`src/rtl/word_gen_append.sv`:
```
// Candidate generator: emits each popped word unmodified, then once per suffix char in a range.
// Optional macro WORD_GEN_TOTALS_EN adds transfer counters total_count / last_list_count.
module word_gen_append #(
  parameter int unsigned CHAR_BITS    = 7,
  parameter int unsigned WORD_MAX_LEN = 8,
  parameter int unsigned GEN_ID_BITS  = 8,
  localparam int unsigned LEN_BITS    = $clog2(WORD_MAX_LEN + 1),
  localparam int unsigned WORD_BITS   = WORD_MAX_LEN * CHAR_BITS
) (
  input  logic                   CLK,
  input  logic                   reset,
  input  logic [WORD_BITS-1:0]   word_in,
  input  logic [LEN_BITS-1:0]    word_len_in,
  input  logic [15:0]            word_id_in,
  input  logic                   word_list_end_in,
  input  logic                   word_empty,
  output logic                   word_rd_en,
  input  logic                   append_en,
  input  logic [CHAR_BITS-1:0]   char_min,
  input  logic [CHAR_BITS-1:0]   char_max,
`ifdef WORD_GEN_TOTALS_EN
  output logic [31:0]            total_count,
  output logic [31:0]            last_list_count,
`endif
  output logic [WORD_BITS-1:0]   dout,
  output logic [LEN_BITS-1:0]    dout_len,
  output logic [15:0]            dout_word_id,
  output logic [GEN_ID_BITS-1:0] dout_gen_id,
  output logic                   dout_list_end,
  output logic                   dout_valid,
  input  logic                   dout_ready
);

  localparam logic [1:0] IDLE      = 2'd0;
  localparam logic [1:0] EMIT_ORIG = 2'd1;
  localparam logic [1:0] EMIT_APP  = 2'd2;

  localparam logic [LEN_BITS-1:0] MaxLen = LEN_BITS'(WORD_MAX_LEN);

  logic [1:0]             state_q, state_d;
  logic [WORD_BITS-1:0]   word_q;
  logic [LEN_BITS-1:0]    len_q;
  logic [15:0]            id_q;
  logic                   list_end_q;
  logic                   app_ok_q;
  logic [CHAR_BITS-1:0]   cur_char_q;
  logic [CHAR_BITS-1:0]   char_max_q;
  logic [GEN_ID_BITS-1:0] gen_q;

  logic                   xfer;
  logic                   last_char;
  logic                   app_ok_in;
  logic [WORD_BITS-1:0]   app_word;

  assign word_rd_en = (state_q == IDLE) & ~word_empty & ~reset;
  assign xfer       = dout_valid & dout_ready;
  assign last_char  = (cur_char_q == char_max_q);
  assign app_ok_in  = append_en & (char_min <= char_max) & (word_len_in < MaxLen);

  // Place the suffix char at position len_q; only reachable when len_q < WORD_MAX_LEN.
  always_comb begin
    app_word = word_q;
    for (int unsigned i = 0; i < WORD_MAX_LEN; i++) begin
      if (len_q == LEN_BITS'(i)) begin
        app_word[i*CHAR_BITS +: CHAR_BITS] = cur_char_q;
      end
    end
  end

  always_comb begin
    state_d = state_q;
    case (state_q)
      IDLE: begin
        if (word_rd_en) state_d = EMIT_ORIG;
      end
      EMIT_ORIG: begin
        if (xfer) state_d = app_ok_q ? EMIT_APP : IDLE;
      end
      EMIT_APP: begin
        if (xfer && last_char) state_d = IDLE;
      end
      default: state_d = IDLE;
    endcase
  end

  always_ff @(posedge CLK) begin
    if (reset) begin
      state_q    <= IDLE;
      word_q     <= '0;
      len_q      <= '0;
      id_q       <= '0;
      list_end_q <= 1'b0;
      app_ok_q   <= 1'b0;
      cur_char_q <= '0;
      char_max_q <= '0;
      gen_q      <= '0;
    end else begin
      state_q <= state_d;
      if (word_rd_en) begin
        word_q     <= word_in;
        len_q      <= word_len_in;
        id_q       <= word_id_in;
        list_end_q <= word_list_end_in;
        app_ok_q   <= app_ok_in;
        cur_char_q <= char_min;
        char_max_q <= char_max;
      end else if (xfer && state_q == EMIT_ORIG) begin
        gen_q <= GEN_ID_BITS'(1);
      end else if (xfer && state_q == EMIT_APP && !last_char) begin
        // Compare happens before increment, so char_max = all-ones never wraps.
        cur_char_q <= cur_char_q + CHAR_BITS'(1);
        gen_q      <= gen_q + GEN_ID_BITS'(1);
      end
    end
  end

  always_comb begin
    dout          = '0;
    dout_len      = '0;
    dout_word_id  = '0;
    dout_gen_id   = '0;
    dout_list_end = 1'b0;
    dout_valid    = 1'b0;
    case (state_q)
      EMIT_ORIG: begin
        dout          = word_q;
        dout_len      = len_q;
        dout_word_id  = id_q;
        dout_list_end = list_end_q & ~app_ok_q;
        dout_valid    = 1'b1;
      end
      EMIT_APP: begin
        dout          = app_word;
        dout_len      = len_q + LEN_BITS'(1);
        dout_word_id  = id_q;
        dout_gen_id   = gen_q;
        dout_list_end = list_end_q & last_char;
        dout_valid    = 1'b1;
      end
      default: ;
    endcase
  end

`ifdef WORD_GEN_TOTALS_EN
  logic [31:0] total_q, last_list_q, total_inc;

  assign total_inc       = (total_q == 32'hFFFF_FFFF) ? total_q : total_q + 32'd1;
  assign total_count     = total_q;
  assign last_list_count = last_list_q;

  always_ff @(posedge CLK) begin
    if (reset) begin
      total_q     <= '0;
      last_list_q <= '0;
    end else if (xfer) begin
      if (dout_list_end) begin
        last_list_q <= total_inc;
        total_q     <= '0;
      end else begin
        total_q <= total_inc;
      end
    end
  end
`endif

endmodule

```
`config.mk`:
```
export PLATFORM = sky130hd
export DESIGN_NAME = word_gen_append
export DESIGN_NICKNAME = d
export VERILOG_FILES = /design/src/rtl/word_gen_append.sv
export SDC_FILE = /design/constraint.sdc
export NUM_CORES = 1
export LEC_CHECK = 0
export CAP_MARGIN = 5
export CORE_AREA = 5 5 119 121
export CTS_BUF_LIST = sky130_fd_sc_hd__clkbuf_4 sky130_fd_sc_hd__clkbuf_8
export CTS_CLUSTER_DIAMETER = 100
export DETAILED_ROUTE_END_ITERATION = 8
export DIE_AREA = 0 0 124 126
export PLACE_DENSITY_LB_ADDON = 0.08
export SLEW_MARGIN = 10
export SYNTH_ARGS = -nofsm -noshare
export SYNTH_HDL_FRONTEND = slang
export SYNTH_SLANG_ARGS = --single-unit
```
`constraint.sdc`:
```
create_clock -name CLK -period 1.8 [get_ports CLK]
set_input_delay 0.36 -clock CLK [delete_from_list [all_inputs] [get_ports CLK]]
set_output_delay 0.36 -clock CLK [all_outputs]
set_load 0.01 [all_outputs]
```
==> results.txt <==
CTS Buf Count -> 9
Cell area after layout -> 8890 µm²
CP Class -> flop to primary output
Die Wd -> 124 µm
Minimum clock period -> 2.17 ns
Via Count -> 6144
Final core occ -> 68.5%
R2R setup slack -> -0.29 ns
Global route overflow -> 0
FF-to-FF path depth -> 9
CTS max path bufs -> 2
Worst min-delay path startpoint -> id_q[4]$_SDFFE_PP0P_
Yosys Warn Count -> 0
Ys flop type -> dfxtp_1
Core Box Area -> 13000 µm²
Leakage -> 3.40 nW
Syn Inst Count -> 755
Headroom to the max-slew limit -> 58.4%
Register area share after synthesis -> 37.6%
Area Overhead vs Synth -> 63.8%
Worst Hold Class -> flop to flop
Vias per cell -> 5.38
# diodes -> 0
Port bufs -> 182
Hold endpoint -> id_q[4]$_SDFFE_PP0P_
Critical Path AT -> 1.81 ns
RR Startpoint -> state_q[0]$_SDFFE_PP0P_
Post-route ant nets -> 0
CTS tree -> yes
Root buf cell -> clkbuf_8
Gpl congestion -> 0.857
Overall Global Routing Usage -> 25.0%
Measured slew at the worst slew-check pin -> 0.624 ns
Distinct cells, synth -> 46
Initial antenna violation count -> 0
Ys async rst share -> 0%
Post-synthesis instance area -> 5430 µm²
#FFs+latches synth -> 102
RSZ-0062 raised after global routing -> yes
Run status -> finished, violations left
Final Instance Count excl. Fillers -> 1143
Hpwl dp -> 13300 µm
Max-cap violations -> 0
Final wirelength -> 20100 µm
Pre-antenna DRT Iters -> 5
DR DRC count -> 0
Worst Setup Start Kind -> flop
First-pass GRT wire length -> 31100 µm
CP endpoint kind -> primary output
Post-DP Area -> 8060 µm²
Final Cycle Share -> 121%
Die area -> 15600 µm²
Dpl ws -> -0.473 ns
EDFF count, synth -> 0
PnR worst setup slack -> -0.372 ns
Die Span Y -> 126 µm
Setup violators final -> 101
Max-slew violation count -> 0
Starting Density -> 41.8%
Maximum VDD drop -> 0.648 mV
Layout cells sized above 1 -> 36.6%
Max Fclk -> 460 MHz
Clock Skews -> 0.0107 ns
Initial DRC Count -> 584
Clock-pin slew on the worst setup and hold paths -> 0.10 ns
Net Count, Synth -> 868
Fin Setup TNS -> -27.94 ns
Fin nets -> 1075
Reg-to-reg endpoint -> gen_q[3]$_SDFFE_PP0P_
CTS H-tree lvls -> 3
Vias in the first global route -> 6034
Wirelength per Cell -> 17.6 µm
CP required -> 1.44 ns
Crit-path max FO -> 5
Avg Cell Area, Syn -> 7.19 µm²
Failing checks -> setup timing
Placed Cells incl. Taps -> 1111
Hold_buf cts -> 0
Io pins -> 183
Final hold violation count -> 0
Std cell rows -> 42
Worst skew pair latency -> 0.39 ns
CTS Sinks -> 102
Pwr/cell area -> 703 nW/µm²
Worst hold stages -> 2
Largest net degree at the start of global routing -> 53
[flip-flops by register name, summed over array words and instances (netlist names)]
name and cells:
gen_q 8, cur_char_q 7, char_max_q 7, state_q 2, len_q 4, word_q 56
id_q 16, app_ok_q 1, list_end_q 1
[per-layer routing]
metal  up-vias  global-route usage [%]  share of wire [%]
met2       209                    41.4                 50
met5         -                       0                  0
met3        26                    7.53                7.2
met1      2926                    31.9                 42
li1       2983                       -                  -
met4         0                    5.73                1.5
[repair_timing]
item,CTS,global route
setup buffers,14,5
endpoints found under the setup margin,104,118
cloned,3,2
pin swaps,89,43
gates resized for setup,489,53
[placed cells by master (no fill, tap or decap), types with 9 or more instances in the layout]
master	count
nand2_1	183
a21oi_1	97
dfxtp_1	94
clkdlybuf4s50_1	94
buf_4	57
buf_2	57
a22oi_2	56
nor2_1	39
buf_6	38
nor2_4	16
and2_1	14
inv_1	12
and2_4	11
o21ai_0	10
nor2_2	10
ha_1	10
clkbuf_8	10
buf_12	10
and3_4	9
[where the power goes]
group / switching, mW / internal (mW) / leakage (nW)
clock network: 0.852 / 0.829 / 0.113
registers: 0.127 / 2.43 / 0.843
logic: 1.09 / 0.926 / 2.45
total: 2.07 / 4.18 / 3.40
[per-stage QoR]
| stage | hold WS, ns | total power [mW] |
|---|---|---|
| floorplan | 0.432 | 3.53 |
| global placement | 0.438 | 4.22 |
| detailed placement | 0.443 | 4.26 |
| CTS | 0.417 | 6.15 |
| global route | 0.462 | 6.54 |
| finish | 0.455 | 6.25 |
[critical path, cell delays in order, from the launching register on]
cell,delay (ns)
dfxtp_4,0.37
inv_4,0.04
ha_4,0.19
buf_6,0.14
and3_4,0.16
buf_6,0.12
a22oi_2,0.21
nor2_1,0.07
buf_2,0.14
[synth_stat cells, types with 2 or more instances]
cell	n	area [µm²]
nand4_1	7	43.8
nor4_1	2	12.5
a21oi_1	106	531
or2_2	8	50.1
or4_1	8	60.1
inv_1	17	63.8
and2_1	25	156
a211oi_1	2	15.0
and3_1	9	56.3
nand2_1	184	691
a22oi_1	57	428
nand3_1	10	50.1
nor2_1	64	240
or3_1	2	12.5
nor2b_1	5	31.3
o211ai_1	4	30.0
a21o_1	3	22.5
ha_1	17	213
clkbuf_1	66	248
buf_2	2	10.0
xnor2_1	7	61.3
and4_1	2	17.5
a31oi_1	7	43.8
o31ai_1	2	15.0
xor2_1	3	26.3
buf_4	2	15.0
o21ai_0	11	55.1
nor3_1	3	15.0
dfxtp_1	102	2040
a211oi_2	2	25.0
[final cells by class]
class | count | area [µm²]
timing repair inverter | 1 | 6.26
multi-input combinational | 565 | 3850
timing repair buffer | 265 | 2420
sequential | 102 | 2070
inverter | 18 | 95.1
clock inverter | 6 | 90.1
fill | 1097 | 4090
tap | 176 | 220
clock buffer | 10 | 138
[worst max path at each step]
stage | slack (ns) | end | start
after floorplan | -0.02 | dout[1] | state_q[0]$_SDFFE_PP0P_
after global placement | -0.40 | dout[54] | state_q[0]$_SDFFE_PP0P_
after detailed placement | -0.47 | dout[43] | len_q[0]$_SDFFE_PP0P_
after CTS | -0.39 | dout[54] | state_q[0]$_SDFFE_PP0P_
after global routing | -0.46 | dout[7] | state_q[0]$_SDFFE_PP0P_
final | -0.37 | dout[54] | state_q[0]$_SDFFE_PP0P_
[cell families after synthesis]
family                     share of synthesized area [%]
AOI/OAI and AO/OA                                   23.0
xor gates and xnor gates                            1.61
adders and majority gates                           3.92
buffers and inverters                               6.27
DFF                                                 37.6
muxes                                              0.184
and+or+nand+nor                                     27.4
(Power assumes the default switching activity.)
